[src/rtl/prog_ctrl.sv]
// Program-run controller: IDLE -> LOAD -> RUN -> DONE sequencing of the program counter.
// Optional watchdog on RUN length is enabled by defining PROG_CTRL_WATCHDOG_EN.
module prog_ctrl #(
  parameter logic [9:0]  PROG0_BASE = 10'd0,
  parameter logic [9:0]  PROG1_BASE = 10'd256,
  parameter logic [9:0]  PROG2_BASE = 10'd512,
  parameter logic [15:0] MAX_CYCLES = 16'd50000
) (
  input  logic        CLK,
  input  logic        Init,
  input  logic        Start,
  input  logic [1:0]  ProgSel,
  input  logic        HaltInstr,
  output logic        PcLoad,
  output logic [9:0]  PcLoadVal,
  output logic        PcHold,
  output logic        Done,
  output logic        Timeout,
  output logic [15:0] CycleCnt,
  output logic [1:0]  dbg_state
);

  // Handshake: Start is a level request; a new run needs Start low then high after DONE.
  typedef enum logic [1:0] {
    IDLE = 2'd0,
    LOAD = 2'd1,
    RUN  = 2'd2,
    DONE = 2'd3
  } state_t;

  state_t      state_q, state_d;
  logic [1:0]  sel_q;
  logic [15:0] cnt_q;
  logic [15:0] cnt_inc;
  logic        wd_hit;
  logic        run_exit;
  logic        start_run;

  assign cnt_inc   = (cnt_q == 16'hFFFF) ? cnt_q : cnt_q + 16'd1;
  assign start_run = (state_q == IDLE) && Start;
  assign run_exit  = HaltInstr || wd_hit;

`ifdef PROG_CTRL_WATCHDOG_EN
  logic to_q;

  // Compared against the pre-increment count so the exit cycle reads exactly MAX_CYCLES.
  assign wd_hit = (state_q == RUN) && (cnt_q == MAX_CYCLES - 16'd1);

  always_ff @(posedge CLK) begin
    if (Init) begin
      to_q <= 1'b0;
    end else if (start_run) begin
      to_q <= 1'b0;
    end else if (wd_hit && !HaltInstr) begin
      to_q <= 1'b1;
    end
  end

  assign Timeout = to_q;
`else
  logic unused_max_cycles;

  assign unused_max_cycles = ^MAX_CYCLES;
  assign wd_hit            = 1'b0;
  assign Timeout           = 1'b0;
`endif

  always_ff @(posedge CLK) begin
    if (Init) begin
      state_q <= IDLE;
      sel_q   <= 2'd0;
      cnt_q   <= 16'd0;
    end else begin
      state_q <= state_d;
      if (start_run) begin
        sel_q <= ProgSel;
        cnt_q <= 16'd0;
      end else if (state_q == RUN) begin
        cnt_q <= cnt_inc;
      end
    end
  end

  always_comb begin
    state_d = state_q;
    case (state_q)
      IDLE:    if (Start) state_d = LOAD;
      LOAD:    state_d = RUN;
      RUN:     if (run_exit) state_d = DONE;
      DONE:    if (!Start) state_d = IDLE;
      default: state_d = IDLE;
    endcase
  end

  always_comb begin
    PcLoad    = 1'b0;
    PcLoadVal = 10'd0;
    PcHold    = 1'b1;
    Done      = 1'b0;
    case (state_q)
      LOAD: begin
        PcLoad = 1'b1;
        PcHold = 1'b0;
        case (sel_q)
          2'd0:    PcLoadVal = PROG0_BASE;
          2'd1:    PcLoadVal = PROG1_BASE;
          default: PcLoadVal = PROG2_BASE;
        endcase
      end
      RUN:     PcHold = 1'b0;
      DONE:    Done = 1'b1;
      default: ;
    endcase
  end

  assign CycleCnt  = cnt_q;
  assign dbg_state = state_q;

endmodule

[config.mk]
export PLATFORM = sky130hd
export DESIGN_NAME = prog_ctrl
export DESIGN_NICKNAME = d
export VERILOG_FILES = /design/src/rtl/prog_ctrl.sv
export SDC_FILE = /design/constraint.sdc
export NUM_CORES = 1
export LEC_CHECK = 0
export ABC_AREA = 1
export CORE_ASPECT_RATIO = 0.7
export CORE_UTILIZATION = 44
export CTS_CLUSTER_DIAMETER = 60
export DETAILED_ROUTE_END_ITERATION = 8
export HOLD_SLACK_MARGIN = 0.02
export PLACE_DENSITY = 0.75
export SYNTH_ARGS = -nofsm -noshare
export SYNTH_HDL_FRONTEND = slang
export SYNTH_SLANG_ARGS = --single-unit
[constraint.sdc]
create_clock -name CLK -period 4.3 [get_ports CLK]
set_input_delay 0.86 -clock CLK [delete_from_list [all_inputs] [get_ports CLK]]
set_output_delay 0.86 -clock CLK [all_outputs]
set_load 0.02 [all_outputs]
==> metrics, run 1 <==
Pins Over Slew Limit=0; Syn Inst Count=193; highest ir drop seen on vdd=0.2288 mV; most common cell after layout, fill and taps aside=nand2_1; die width=67.22 µm; Critical Path Stages=4; post-route antenna net violation count=0; critical-path cell list=inv_1, ha_1, inv_1, clkdlybuf4s50_1; setup violators final=0; GRT met2 Usage=25.80%; Lkg Pwr=0.7134 nW; max-cap viol count=0; M3 GR Usage=6.190%; Hold WC Path Type=flop to flop; area delta synth->final=23.69%; Slew @ Worst Pin=1029 ps; hold path depth=2; Final nets=234; vias in the first global route=893; fmax=388.4 MHz; Min Clock Period, post-route=2575 ps; Mapped Avg Cell Area=6.788 µm²; busiest grt layer=met2; cell taking the most area after synthesis=dfxtp_1; GRT overflow=0; CP delay by family, top=buffers and inverters; IO Pins=38; synth unique cells=24; initial antenna violation count=0; clock tree from TritonCTS=built; CP max FO=5; kind of critical path=flop to output pin; grt met1 use=24.61%; RSZ-0062 raised after global routing=false; gp weighted congestion=0.8212; Port Buffers=28; Clk pin slew, worst setup/hold paths=70 ps; CP arrival=1710 ps; final hold vios=0; DRC=0; synthesized cell area=0.001310 mm²; vias after detailed routing=1173; buffer and inverter count on the worst path=3; CP max stage delay=590 ps; number of detailed-route iterations in the first pass=4; Resized cells post-CTS=0; Most Frequent Cell on Critical Path=inv_1; R2R depth=7; setup ws final=1725 ps; pre-CTS setup slack=1644 ps; Setup Total Neg Slack=0 ps; GRT Overall Usage=17.55%; clock root buffer=clkbuf_8; crit end category=output pin; clock sink total=20; Num CTS Buffers=3; post-DP HPWL=2.121 mm; cts hold-fix bufs=0; Clock Latency Late Sink=250 ps; worst path required time=3440 ps; Std-Cell Rows=16; first-pass GRT wire length=4.112 mm; Setup Fix Bufs, Post-CTS=0; Total Routed Length=2.642 mm; final worst-path cycle share=59.87%; Vias/cell=4.564; status=complete, no violations; Finished Core Util=57.81%; drt wl/cell=10.28 µm; CTS Buffer Depth=2; Die Y=47.65 µm; Core Region=0.002803 mm²; synth warn=0; Initial Util=46.74%; DR iter-0 viols=48; share of cells above drive strength 1=10.41%; pin count of the biggest net entering global routing=17; crit path max-delay cell type=clkdlybuf4s50_1; CP startpoint kind=flop; share of the synthesized area in the top cell type=30.56%; H-tree depth=1; synth top area cells=dfxtp_1 (31%), nand2_1 (15%), nor2_1 (11%); Setup Skew=1.954 ps; Power Dens Cells=341.9 mW/mm²; die area=0.003203 mm²; post-synthesis sequential area ratio=30.56%; most frequent cells in the layout=nand2_1 (51), nor2_1 (40), clkdlybuf4s50_1 (28); n_diodes=0; relative slew slack=31.18%; number of synthesized register bits=20
## state kept, by name, indices dropped and copies added, names as in the netlist
signal and count:
CycleCnt 16, sel_q 2, dbg_state 2
## synth_stat cells
library cell and instances:
nand2_1 51, nor2_1 40, dfxtp_1 20, inv_1 15, nand3_1 12, a21oi_1 11
buf_4 10, ha_1 5, nor2_2 4, inv_2 3, nand2_2 3, nor2_4 3
nor2_8 3, nand2_4 2, o21ai_0 2, a211oi_1 1, buf_6 1, clkinv_1 1
conb_1 1, nand3_2 1, nand4_4 1, nor3_1 1, o211ai_1 1, o21bai_1 1
## area by class of cell
type                            count  area [µm²]
Clock buffer                        3       41.29
Inverter                           19       71.32
Tap cell                           36       45.04
Sequential cell                    20       400.4
Fill cell                         282        1182
Multi-Input combinational cell    151       782.0
Timing Repair Buffer               28       280.3
## path summary, 6_finish.rpt
kind	endpoint	start	slack (ps)
setup / recovery	PcHold	dbg_state[0]	1730
hold / removal	sel_q[0]	sel_q[0]	480
setup reg to reg	CycleCnt[12]	dbg_state[0]	2230
hold reg to reg	sel_q[0]	sel_q[0]	480
## metrics by stage
step,hold WS (ps),instances,power [mW],cell area (µm²)
2_1_floorplan,439.0,201,0.3663,1340
3_3_place_gp,477.1,254,0.4326,1579
3_5_place_dp,476.8,254,0.4370,1579
4_1_cts,489.8,257,0.5595,1620
5_1_grt,517.7,257,0.5868,1620
6_report,483.7,257,0.5539,1620
## cell families after synthesis
family / after synthesis / synth area share [%]
and+or+nand+nor: 121 / 45.65
other: 1 / 0.2863
buffers and inverters: 30 / 12.03
adders and majority gates: 5 / 4.776
AOI/OAI and AO/OA: 16 / 6.686
DFF: 20 / 30.56
## power breakdown
part	switching (mW)	total [mW]	internal, mW
sequential	0.0179	0.219	0.201
clock	0.0588	0.121	0.0623
combinational	0.125	0.214	0.0884
## worst reg2reg max path: cells and delay by family (launching register included)
| family | cells | cell delay (ps) |
|---|---|---|
| flip-flops | 1 | 410 |
| AND/OR/NAND/NOR | 3 | 1020 |
| buffers and inverters | 2 | 140 |
| AO/OA/AOI/OAI | 1 | 200 |
| adder cells (fa/ha/maj) | 1 | 240 |
## routing by layer
metal	share of wire, %	vias to the layer above
met3	4.2	2
met4	0.45	0
li1	-	642
met1	54	507
met5	0	-
met2	41	22
Note: power is estimated with default switching activity, not from simulation.
==> run 2, diff against run 1 <==
--- a/config.mk
+++ b/config.mk
@@ -7,7 +7,7 @@
 export LEC_CHECK = 0
 export ABC_AREA = 1
 export CORE_ASPECT_RATIO = 0.7
-export CORE_UTILIZATION = 44
+export CORE_UTILIZATION = 42
 export CTS_CLUSTER_DIAMETER = 60
 export DETAILED_ROUTE_END_ITERATION = 8
 export HOLD_SLACK_MARGIN = 0.02
==> constraint.sdc (replaced) <==
create_clock -name CLK -period 2.1 [get_ports CLK]
set_input_delay 0.42 -clock CLK [delete_from_list [all_inputs] [get_ports CLK]]
set_output_delay 0.42 -clock CLK [all_outputs]
set_load 0.02 [all_outputs]
==> run 2 against run 1 <==
Effect of this change: sequential power up 100%; global-route usage down 0.49 points; combinational power up 100%; cell count up 0.78%; sequential share of layout area down 0.38 points; highest routed layer unchanged; utilization down 0.74 points; worst setup slack worse by 1600 ps; clock power up 150%.
==> metrics, run 2 (synthesis gave the netlist of run 1 again) <==
status=complete, no violations; Hold WC Path Type=flop to flop; fmax=516.7 MHz; pin count of the biggest net entering global routing=17 (unchanged); highest ir drop seen on vdd=0.4341 mV (+90%); Clock Latency Late Sink=260 ps (about the same); Min Clock Period, post-route=1935 ps; worst r2r src=dbg_state[0]; CTS Buffer Depth=2 (unchanged); most common cell after layout, fill and taps aside=nand2_1; # placed instances=255 (+0.39%); Port Buffers=28 (unchanged); Reg-to-Reg End=CycleCnt[9]; area delta synth->final=25.60%; crit end category=output pin; CP startpoint kind=flop; Initial Util=45.44% (-1.3 points); Power Dens Cells=714.5 mW/mm² (+110%); most frequent cells in the layout=nand2_1 (51), nor2_1 (40), clkdlybuf4s50_1 (25); cts hold-fix bufs=0 (unchanged); IO Pins=38 (unchanged); fill cell instance count of the final layout=289 (+2.5%); Setup Skew=1.808 ps (-0.1464 ps); max-cap viol count=0 (unchanged); Total Routed Length=2.664 mm (+0.83%); die width=68.75 µm (+2.3%); CP arrival=1520 ps (-190 ps); worst path required time=1680 ps (-1760 ps); clock tree from TritonCTS=built; Setup Total Neg Slack=0 ps (unchanged); post-DP HPWL=2.047 mm (-3.5%); Pins Over Slew Limit=0 (unchanged); first-pass GRT wire length=4.360 mm (+6.0%); number of detailed-route iterations in the first pass=4 (unchanged); R2R depth=9 (+2); CP max FO=4 (-1); Lkg Pwr=0.7626 nW (+6.9%); critical-path cell list=inv_1, ha_1, clkdlybuf4s50_1; Core Region=0.002883 mm² (+2.9%); Num CTS Buffers=3 (unchanged); share of cells above drive strength 1=11.21% (+0.80 points); die area=0.003350 mm² (+4.6%); vias in the first global route=975 (+9.2%); Setup Fix Bufs, Post-CTS=0 (unchanged); DR iter-0 viols=44 (-8.3%); DRC=0 (unchanged); post-route antenna net violation count=0 (unchanged); final hold vios=0 (unchanged); sequential cell area=400.4 µm² (unchanged); Critical Path Source=dbg_state[1]; Std-Cell Rows=16 (unchanged); initial antenna violation count=0 (unchanged); n_diodes=0 (unchanged); kind of critical path=flop to output pin; RSZ-0062 raised after global routing=false; number of flip-flops in the largest register=16 (unchanged); GRT Overall Usage=17.06% (-0.49 points); drt wl/cell=10.29 µm (about the same); final worst-path cycle share=92.16%; R2R Setup Slk=470 ps (-1760 ps); vias after detailed routing=1194 (+1.8%); Vias/cell=4.610 (+1.0%); final cell count without fillers=259 (+0.78%); Die Y=48.73 µm (+2.3%); setup violators final=0 (unchanged); Finished Core Util=57.07% (-0.74 points); clock sink total=20 (unchanged); CP max stage delay=620 ps (+30 ps); Setup crit end=PcLoad; Clk pin slew, worst setup/hold paths=70 ps (about the same); gp weighted congestion=0.8172 (-0.49%); H-tree depth=1 (unchanged); GRT overflow=0 (unchanged); Final nets=235 (+0.43%); crit path max-delay cell type=clkdlybuf4s50_1; footprint of the multi-input gates=782.0 µm² (unchanged); clock root buffer=clkbuf_8
==> run 2: cell count changes in the layout (fill, tap and decap cells not counted), sizes merged <==
cell	change
dlymetal6s2s	+2
dlygate4sd2	+1
buf	+1
clkdlybuf4s50	-3
clkbuf	+1
==> run 2: worst min path at each step <==
| stage | slack, ps | startpoint | end | depth (start not counted) |
|---|---|---|---|---|
| floorplan | 440 | sel_q[0] | sel_q[0] | 2 |
| global placement | 460 | sel_q[0] | sel_q[0] | 2 |
| detailed placement | 470 | sel_q[0] | sel_q[0] | 2 |
| CTS | 480 | sel_q[0] | sel_q[0] | 2 |
| global route | 520 | sel_q[0] | sel_q[0] | 2 |
| finish | 480 | sel_q[0] | sel_q[0] | 2 |
==> run 2: metrics by stage <==
stage	setup WS, ps	power [mW]	hold WS, ps	cell area, µm²
2_1_floorplan	487.1	0.7500	439.0	1340
3_3_place_gp	287.4	0.8911	464.2	1587
3_5_place_dp	228.0	0.8995	467.6	1587
4_1_cts	25.43	1.186	483.1	1640
5_1_grt	55.64	1.260	518.7	1645
6_report	164.7	1.176	478.2	1645
==> run 2: power breakdown <==
group | total (mW) | switching (mW) | internal (mW)
sequential | 0.448 | 0.0359 | 0.412
clock | 0.297 | 0.130 | 0.167
combinational | 0.430 | 0.256 | 0.175
==> run 2: final cells by class <==
class                           count  share of cell area (%)
Multi-Input combinational cell    151                   47.53
Sequential cell                    20                   24.33
Timing Repair Buffer               29                   17.72
Inverter                           19                   4.335
Clock buffer                        4                   3.346
Tap cell                           36                   2.738
==> run 2: repair_timing <==
item                                    4_1_cts  5_1_grt
endpoints found under the setup margin        1        2
endpoints found under the hold margin         0        0
gates resized for setup                       1        2
==> run 2: critical path: cells and delay by family, from the launching register on <==
kind	cells	cell delay, ps
buffers and inverters	2	720
DFF	1	340
adders and majority gates	1	200
==> run 2: metal layers <==
metal,vias to the layer above,track usage [%],wire (µm)
met5,-,0,0
met4,0,3.061,12
met3,2,5.660,121
met2,28,23.69,1103
met1,520,25.47,1426
li1,644,-,-
==> run 3, diff against run 2 <==
--- a/config.mk
+++ b/config.mk
@@ -7,11 +7,12 @@
 export LEC_CHECK = 0
 export ABC_AREA = 1
 export CORE_ASPECT_RATIO = 0.7
-export CORE_UTILIZATION = 42
+export CORE_UTILIZATION = 44
 export CTS_CLUSTER_DIAMETER = 60
 export DETAILED_ROUTE_END_ITERATION = 8
 export HOLD_SLACK_MARGIN = 0.02
 export PLACE_DENSITY = 0.75
+export SKIP_LAST_GASP = 1
 export SYNTH_ARGS = -nofsm -noshare
 export SYNTH_HDL_FRONTEND = slang
 export SYNTH_SLANG_ARGS = --single-unit
==> constraint.sdc (replaced) <==
create_clock -name CLK -period 1.8 [get_ports CLK]
set_input_delay 0.36 -clock CLK [delete_from_list [all_inputs] [get_ports CLK]]
set_output_delay 0.36 -clock CLK [all_outputs]
set_load 0.02 [all_outputs]
==> run 3 against run 2 <==
Effect of this change: count of clock-buffer cells in the layout shrank 1; register-to-register slack lost 290 ps; sequential share of layout area about the same; non-clock buffer count up 3; critical path depth is 1 higher; utilization is 1.7 points higher; worst setup slack lost 82 ps.
==> metrics, run 3 (synthesis gave the netlist of run 1 again) <==
initial antenna violation count=0 (unchanged); Pins Over Slew Limit=0 (unchanged); share of cells above drive strength 1=12.00% (+0.79 points); number of flip-flops in the largest register=16 (unchanged); die width=67.22 µm (-2.2%); IO Pins=38 (unchanged); Core Region=0.002803 mm² (-2.8%); DR iter-0 viols=50 (+14%); final cell count without fillers=261 (+0.77%); cts hold-fix bufs=0 (unchanged); R2R depth=9 (unchanged); final hold vios=0 (unchanged); vias in the first global route=914 (-6.3%); first-pass GRT wire length=4.119 mm (-5.5%); number of detailed-route iterations in the first pass=5 (+1); # placed instances=258 (+1.2%); n_diodes=0 (unchanged); status=complete, no violations; Clock Latency Late Sink=260 ps (about the same); Std-Cell Rows=16 (unchanged); worst r2r src=dbg_state[1]; Setup Skew=2.835 ps (+1.027 ps); Lkg Pwr=0.7480 nW (-1.9%); hold path depth=2 (unchanged); setup violators final=0 (unchanged); post-route antenna net violation count=0 (unchanged); Critical Path Source=dbg_state[0]; die area=0.003203 mm² (-4.4%); Min-Delay Endpoint=sel_q[0]; Die Y=47.65 µm (-2.2%); CP max FO=3 (-1); H-tree depth=1 (unchanged); R2R Setup Slk=180 ps (-290 ps); clock root buffer=clkbuf_8; kind of critical path=flop to output pin; Power Dens Cells=810.3 mW/mm² (+13%); final worst-path cycle share=95.42%; crit end category=output pin; post-DP HPWL=1.973 mm (-3.6%); vias after detailed routing=1204 (+0.84%); Port Buffers=28 (unchanged); CP startpoint kind=flop; Hold WC Path Type=flop to flop; fill cell instance count of the final layout=269 (-6.9%); clock tree from TritonCTS=built; gp weighted congestion=0.7858 (-3.8%); RSZ-0062 raised after global routing=false; most common cell after layout, fill and taps aside=nand2_1; Clk pin slew, worst setup/hold paths=70 ps (about the same); Num CTS Buffers=3 (unchanged); most frequent cells in the layout=nand2_1 (51), nor2_1 (40), clkdlybuf4s50_1 (23); CTS Buffer Depth=2 (unchanged); DRC=0 (unchanged); worst path required time=1440 ps (-240 ps); Vias/cell=4.613 (about the same); Total Routed Length=2.549 mm (-4.3%); clock sink total=20 (unchanged); GRT overflow=0 (unchanged); highest ir drop seen on vdd=0.4673 mV (+7.7%); Final nets=238 (+1.3%); fmax=582.2 MHz; Reg-to-Reg End=CycleCnt[13]; Setup Total Neg Slack=0 ps (unchanged); drt wl/cell=9.766 µm (-5.1%); Min Clock Period, post-route=1718 ps; pin count of the biggest net entering global routing=17 (unchanged); GRT Overall Usage=17.47% (+0.41 points); hold path startpoint=sel_q[0]; CP arrival=1360 ps (-160 ps); max-cap viol count=0 (unchanged); Initial Util=46.74% (+1.3 points); area delta synth->final=25.69% (about the same)
==> run 3: through the flow <==
| stage | hold slack [ps] | total power, mW | area, µm² | utilization (%) | setup slack, ps |
|---|---|---|---|---|---|
| floorplan | 429.1 | 0.8750 | 1340 | - | 215.4 |
| global placement | 467.6 | 1.060 | 1609 | 57.41 | 110.5 |
| detailed placement | 474.5 | 1.072 | 1609 | 57.41 | 55.83 |
| CTS | 484.2 | 1.345 | 1644 | 58.66 | 43.83 |
| global route | 512.1 | 1.425 | 1647 | 58.75 | 4.781 |
| finish | 482.8 | 1.334 | 1647 | 58.75 | 82.38 |
==> run 3: layer usage <==
metal  GRT usage (%)  part of all wire (%)  vias to the layer above
li1                -                     -                      652
met1           24.57                    54                      524
met2           26.60                    40                       28
met3           5.714                   5.7                        0
met4           2.553                     0                        0
met5               0                     0                        -
==> run 3: layout make-up <==
cell class,instances,area (µm²),share of cell area (%)
inverter,19,71.32,4.331
sequential,20,400.4,24.32
clock buffer,3,41.29,2.508
tap,36,45.04,2.736
multi-input combinational,151,782.0,47.49
timing repair buffer,32,306.5,18.62
==> run 3: how the worst max path moves through the flow <==
stage	endpoint	slack, ps
after global placement	PcHold	110
after floorplan	CycleCnt[2]	220
after global routing	PcLoadVal[8]	5
after CTS	PcHold	40
final	PcHold	80
after detailed placement	PcHold	60
==> run 3: power breakdown <==
| group | total, mW | switching, mW | internal, mW |
|---|---|---|---|
| clock network | 0.295 | 0.146 | 0.149 |
| logic | 0.525 | 0.308 | 0.217 |
| registers | 0.514 | 0.0338 | 0.481 |
| total | 1.33 | 0.488 | 0.846 |
==> run 3: timing repair <==
action                     in CTS  in global routing
gates cloned                    0                  0
buffers inserted                0                  0
setup endpoints to repair       5                  2
resized for setup               5                  2
==> run 3: worst max-delay path, stage by stage (launching register included) <==
cell and delay (ps):
dfxtp_1 370, inv_1 80, ha_1 310, inv_1 60
clkdlybuf4s15_1 290
